--- src/rtl/rr_csel_arbiter8.sv ---
// rtl/rr_csel_arbiter8.sv - eight-way round-robin arbiter with active-low one-hot selects and hold limit
module rr_csel_arbiter8 #(
    parameter int unsigned MAX_HOLD = 16
) (
    input  logic       clk,
    input  logic       rst_n,
    input  logic [7:0] req,
    input  logic       done,
    output logic [7:0] gnt_n,
    output logic [2:0] gnt_idx,
    output logic       gnt_valid,
    output logic       timeout
);

    typedef enum logic {
        IDLE  = 1'b0,
        GRANT = 1'b1
    } state_t;

    localparam bit         HOLD_EN   = (MAX_HOLD != 0);
    localparam logic [7:0] HOLD_LAST = HOLD_EN ? 8'(MAX_HOLD - 1) : 8'd0;

    state_t     state;
    logic [2:0] ptr;
    logic [7:0] cnt;
    logic [2:0] pick;

    // First set request at or after ptr, wrapping modulo 8.
    function automatic logic [2:0] rr_pick(input logic [7:0] r, input logic [2:0] p);
        logic [2:0] sel;
        logic [2:0] cand;
        logic       found;
        sel   = p;
        found = 1'b0;
        for (int k = 0; k < 8; k++) begin
            cand = p + 3'(k);
            if (!found && r[cand]) begin
                sel   = cand;
                found = 1'b1;
            end
        end
        return sel;
    endfunction

    assign pick = rr_pick(req, ptr);

    always_ff @(posedge clk) begin
        if (!rst_n) begin
            state     <= IDLE;
            ptr       <= 3'd0;
            cnt       <= 8'd0;
            gnt_n     <= 8'hFF;
            gnt_idx   <= 3'd0;
            gnt_valid <= 1'b0;
            timeout   <= 1'b0;
        end else begin
            timeout <= 1'b0;
            case (state)
                IDLE: begin
                    if (|req) begin
                        state     <= GRANT;
                        gnt_idx   <= pick;
                        gnt_n     <= ~(8'h01 << pick);
                        gnt_valid <= 1'b1;
                        cnt       <= 8'd0;
                    end
                end
                GRANT: begin
                    // done outranks the hold limit, so a coincident done never pulses timeout.
                    if (done || !req[gnt_idx]) begin
                        state     <= IDLE;
                        gnt_n     <= 8'hFF;
                        gnt_valid <= 1'b0;
                        ptr       <= gnt_idx + 3'd1;
                    end else if (HOLD_EN && (cnt == HOLD_LAST)) begin
                        state     <= IDLE;
                        gnt_n     <= 8'hFF;
                        gnt_valid <= 1'b0;
                        ptr       <= gnt_idx + 3'd1;
                        timeout   <= 1'b1;
                    end else begin
                        cnt <= cnt + 8'd1;
                    end
                end
                default: begin
                    state <= IDLE;
                end
            endcase
        end
    end

    a_gnt_onehot: assert property (@(posedge clk) disable iff (!rst_n) $onehot0(~gnt_n));
    a_valid_match: assert property (@(posedge clk) disable iff (!rst_n) gnt_valid == (gnt_n != 8'hFF));

endmodule

--- config.mk ---
export PLATFORM = sky130hd
export DESIGN_NAME = rr_csel_arbiter8
export DESIGN_NICKNAME = d
export VERILOG_FILES = /design/src/rtl/rr_csel_arbiter8.sv
export SDC_FILE = /design/constraint.sdc
export NUM_CORES = 1
export LEC_CHECK = 0
export ABC_CLOCK_PERIOD_IN_PS = 5100
export CORE_UTILIZATION = 55
export CTS_CLUSTER_DIAMETER = 80
export CTS_CLUSTER_SIZE = 20
export DETAILED_ROUTE_END_ITERATION = 8
export PLACE_DENSITY = 0.86
export REMOVE_ABC_BUFFERS = 1
export SLEW_MARGIN = 15
export SYNTH_ARGS = -nofsm -noshare
export SYNTH_HDL_FRONTEND = slang
export SYNTH_SLANG_ARGS = --single-unit
export TNS_END_PERCENT = 20
--- constraint.sdc ---
create_clock -name clk -period 5.1 [get_ports clk]
set_input_delay 0.51 -clock clk [delete_from_list [all_inputs] [get_ports clk]]
set_output_delay 0.51 -clock clk [all_outputs]
set_load 0.1 [all_outputs]
==> flow_summary.yaml, run 1 <==
sta:
  fin_ws_ns: 0.750
  fin_tns_setup_ns: 0
  post-route-period-util: 0.853
  hold_violations: 0
  setup_violations: 0
  worstMarginPinSlew_ns: 0.978
  period_minus_slack_ns: 4.35
  skew_ns: 0.00809
  final_max_slew_viol_count: 0
  rsz0062_at_grt: "no"
  slew_headroom: 0.346
  max_freq_mhz: 230
logic_synthesis:
  syn_inst: 231
  avgSynthCellArea_um2: 9.59
  synth_cell_types: 62
  syn_area_um2: 2220
  ys_async_sr_fraction: 0
  synth_edf_count: 0
  synth-simple-area-share: 0.205
  ys_seq_area_frac: 0.226
  synthAdderAreaFrac: 0.0226
  muxShareOfSynthArea: 0.280
  synth_xor_area_frac: 0.0429
  synth_top_family_by_area: "multiplexers"
  ys.warnings.count: 0
  synth_ff_type: "dfxtp_1"
  synth-seq-cells: 25
  synth_compound_area_frac: 0.176
pwr:
  vdd_drop_max_uv: 226
  p_per_area_nw_per_um2: 363
  p_leak_nw: 0.866
  total_power_uw: 899
worst_setup_path:
  critPathKind: "reg -> reg"
  cp-start-kind: "flip-flop"
  crit_start: "ptr[1]"
  crit_required_ns: 5.27
  crit_fanout: 15
  crit_arrival_ns: 4.52
  worstSetupEndpointType: "flip-flop"
  timing.rr.start: "ptr[1]"
grt:
  grt_pass1_wl_um: 8780
  grt_use_total: 0.270
  grt_max_degree: 23
  grt_pass1_vias: 1801
  grt-ovfl-total: 0
  antenna_found_initial: 0
clock_tree:
  worstSkewPairLatency_ns: 0.27
  post_cts_resize_count: 0
  numCtsBuffers: 3
  cts_sinks: 25
  cts_root_buf: "clkbuf_8"
  cts_max_path_buffers: 2
  cts_tree: "built"
  cts_setup_buffers: 0
  path_clk_slew_ns: 0.09
  htreeDepth: 1
  postCtsHoldBufs: 0
die:
  die_w_um: 65.5
  num_io_pins: 24
  die_h_um: 65.5
  die-area_um2: 4290
  start_util: 0.588
  row_count: 22
  core_um2: 3770
routing:
  ant_nets: 0
  drc: 0
  drt_pass1_iterations: 4
  routedWlPerCell_um: 17.3
  wl_um: 5130
  routed_via_density: 6.50
  vias: 1931
  drtIter0Drc: 109
place:
  gp_congestion: 0.918
  io_buffers: 23
  place_ws_ns: 0.807
  hpwl_um: 3860
flow_run:
  drv_cap: 0
finish:
  final_common_cell: "dfxtp_1"
  layout.nets: 265
  postLayoutCoreUtil: 0.657
  diodes: 0
  syn2layout_area_growth_pct: 11.8
  drive_above_1_share: 0.137
  final_cell_mix: "25 x dfxtp_1, 24 x nor2_1, 23 x clkdlybuf4s50_1, 20 x nand2_1, 15 x mux2i_1"
outcome:
  outcome: "finished clean"
hold_path:
  worst_hold_path_type: "reg -> reg"
  worstHoldStart: "gnt_n[5]"
metal layers:
layer	up-vias	global-route usage	part of all wire
li1	928	-	-
met1	905	0.385	0.46
met2	82	0.396	0.45
met3	16	0.0538	0.067
met4	0	0.109	0.029
met5	-	0	0
flip-flops by register name, indices dropped and copies added (netlist names):
signal     cells
gnt_n          8
timeout        1
state          1
gnt_idx        3
cnt            8
gnt_valid      1
ptr            3
power breakdown:
group	leakage [nW]	internal (mW)	total (mW)	switching [mW]
clock network	0.0217	0.0554	0.119	0.0638
registers	0.204	0.216	0.244	0.0276
logic	0.641	0.203	0.537	0.334
total	0.866	0.474	0.899	0.425
synth_stat cells (2+ instances only):
cell type   n  area share
mux2i_1    15       0.068
clkbuf_1    3      0.0051
inv_1       6       0.010
o32a_1      4       0.018
clkbuf_8    3       0.019
ha_1        4       0.023
mux2_4      2       0.014
mux4_1      6       0.071
nor2b_1     5       0.014
a21boi_0    2      0.0068
or4_1       3       0.010
mux2_2      8       0.041
mux4_2      8       0.081
o211ai_1    2      0.0068
dfxtp_1    25        0.23
a31oi_1     4       0.011
xnor2_1     5       0.020
nand2_1    20       0.034
nand2b_1    4       0.011
and2_1      3      0.0085
or2_1       2      0.0056
xor2_1      4       0.016
nor4_1      3      0.0085
buf_6       2       0.010
nand3_1     9       0.020
a211oi_1    2      0.0068
buf_2       2      0.0045
nor2_1     24       0.041
nor3_1      2      0.0045
a21oi_1     6       0.014
o21ai_0     6       0.014
and3_1      3      0.0085
o211a_1     2      0.0090
o22ai_1     3      0.0085
a22oi_1     2      0.0068
path summary, 6_finish.rpt:
| path | endpoint | slack, ns | cells past startpoint |
|---|---|---|---|
| worst max-delay path | gnt_n[0] | 0.75 | 10 |
| worst min-delay path | gnt_n[5] | 0.48 | 1 |
| worst max register to register | gnt_n[0] | 0.75 | 10 |
| worst min register to register | gnt_n[5] | 0.48 | 1 |
kinds of logic after synthesis:
group,count (synthesis)
adder cells (fa/ha/maj),4
flip-flops,25
buffers and inverters,16
XOR/XNOR,10
multiplexers,40
AO/OA/AOI/OAI,49
AND/OR/NAND/NOR,87
metrics by stage:
stage / instances / hold slack [ns] / area (um2)
after floorplan: 221 / 0.471 / 2130
after global placement: 293 / 0.462 / 2430
after detailed placement: 293 / 0.465 / 2430
after CTS: 297 / 0.488 / 2480
after global routing: 297 / 0.516 / 2480
final: 297 / 0.481 / 2480
cell type report:
cell class	instances	area (um2)
multi-input cells	190	1610
fillers	299	1290
flip-flops and latches	25	500
repair buffers	24	238
well taps	48	60.1
clock buffers	3	41.3
inverters	6	22.5
clock inverters	1	7.51
critical path, stage by stage, from the launching register on:
cell and delay (ns):
dfxtp_1 0.71, inv_1 0.24, ha_1 0.68, mux2_2 0.43, mux4_2 0.50, or2_1 0.33
nor4_1 0.47, a311oi_2 0.11, xnor2_2 0.20, or2_1 0.26, o32a_1 0.32
Power figures use the tool's default switching activity.
==> run 2, diff against run 1 <==
- CORE_MARGIN: not set -> 4
- SLEW_MARGIN: 15 -> 40
==> flow_summary.yaml, run 2 (synthesis results as in run 1) <==
sta:
  fin_ws_ns: 0.764
  worstMarginPinSlew_ns: 0.788
  final_max_slew_viol_count: 0
  setup_violations: 0
  rsz0062_at_grt: "no"
  hold_violations: 0
  fin_tns_setup_ns: 0
  period_minus_slack_ns: 4.34
  timing.hold.ws_ns: 0.481
  post-route-period-util: 0.850
  slew_headroom: 0.470
  skew_ns: 0.00543
  max_freq_mhz: 231
clock_tree:
  path_clk_slew_ns: 0.09
  cts_max_path_buffers: 2
  post_cts_resize_count: 0
  cts_sinks: 25
  cts_root_buf: "clkbuf_8"
  worstSkewPairLatency_ns: 0.27
  numCtsBuffers: 3
  cts_setup_buffers: 0
  htreeDepth: 1
  postCtsHoldBufs: 0
  cts_tree: "built"
finish:
  fillCellCount: 301
  layout.nets: 265
  postLayoutCoreUtil: 0.640
  diodes: 0
  drive_above_1_share: 0.189
  register_area_um2: 500
  final_common_cell: "dfxtp_1"
  reg_top3: "cnt: 8 flops, gnt_n: 8 flops"
  fin_cells: 297
  final_cell_mix: "25 x dfxtp_1, 24 x nor2_1, 20 x nand2_1, 15 x mux2i_1, 13 x buf_2"
  multiInputGateArea_um2: 1610
  syn2layout_area_growth_pct: 8.86
worst_setup_path:
  worstSetupEndpointType: "flip-flop"
  crit_arrival_ns: 4.50
  crit_required_ns: 5.26
  crit_fanout: 15
  cp-start-kind: "flip-flop"
  critPathKind: "reg -> reg"
grt:
  grt_pass1_vias: 1804
  use_met3: 0.0561
  grt_max_degree: 23
  grt_use_total: 0.203
  antenna_found_initial: 0
  use_met2: 0.310
  use_met1: 0.286
  grt-ovfl-total: 0
  busiest_layer: "met2"
  grt_pass1_wl_um: 8530
routing:
  wl_um: 5010
  drt_pass1_iterations: 4
  routed_via_density: 6.47
  ant_nets: 0
  vias: 1923
  drc: 0
  routedWlPerCell_um: 16.9
  drtIter0Drc: 113
hold_path:
  worst_hold_path_type: "reg -> reg"
die:
  core_um2: 3770
  row_count: 22
  die_h_um: 71.5
  die-area_um2: 5110
  die_w_um: 71.5
  num_io_pins: 24
  start_util: 0.588
place:
  io_buffers: 23
  placedCellCount: 293
  hpwl_um: 3770
  place_ws_ns: 0.796
  gp_congestion: 1.03
pwr:
  p_per_area_nw_per_um2: 366
  vdd_drop_max_uv: 269
  p_leak_nw: 0.859
flow_run:
  drv_cap: 0
outcome:
  outcome: "finished clean"
==> run 2: cell type report <==
type / instances / area share
multi-input cells: 190 / 0.666
flip-flops and latches: 25 / 0.207
repair buffers: 24 / 0.0716
well taps: 48 / 0.0249
clock buffers: 3 / 0.0171
inverters: 6 / 0.00934
clock inverters: 1 / 0.00311
==> run 2: worst paths after layout <==
check            from       end  slack [ns]  cells past startpoint
max            ptr[1]  gnt_n[0]        0.76                     10
min          gnt_n[5]  gnt_n[5]        0.48                      1
max reg2reg    ptr[1]  gnt_n[0]        0.76                     10
min reg2reg  gnt_n[5]  gnt_n[5]        0.48                      1
==> run 2: through the flow <==
| stage | power (mW) | cell area (um2) |
|---|---|---|
| 2_1_floorplan | 0.660 | 2130 |
| 3_3_place_gp | 0.768 | 2430 |
| 3_5_place_dp | 0.760 | 2360 |
| 4_1_cts | 0.879 | 2410 |
| 5_1_grt | 0.929 | 2410 |
| 6_report | 0.882 | 2410 |
==> run 2: where the power goes <==
group          switching, mW  leakage [nW]  total, mW  internal (mW)
registers             0.0282         0.204      0.244          0.216
clock network         0.0615        0.0217      0.117         0.0553
logic                  0.333         0.633      0.521          0.188
==> run 2: worst max-delay path: stages (launching register included) <==
cell and delay, ns:
dfxtp_1 0.68, inv_1 0.23, ha_1 0.68, mux2_2 0.43, mux4_2 0.51, or2_1 0.33, nor4_1 0.48, a311oi_2 0.10
xnor2_2 0.19, or2_1 0.27, o32a_1 0.33
==> run 2: routing by layer <==
metal / share of wire / routed length (um)
met5: 0 / 0
met4: 0.018 / 88
met3: 0.062 / 311
met2: 0.45 / 2260
met1: 0.47 / 2350
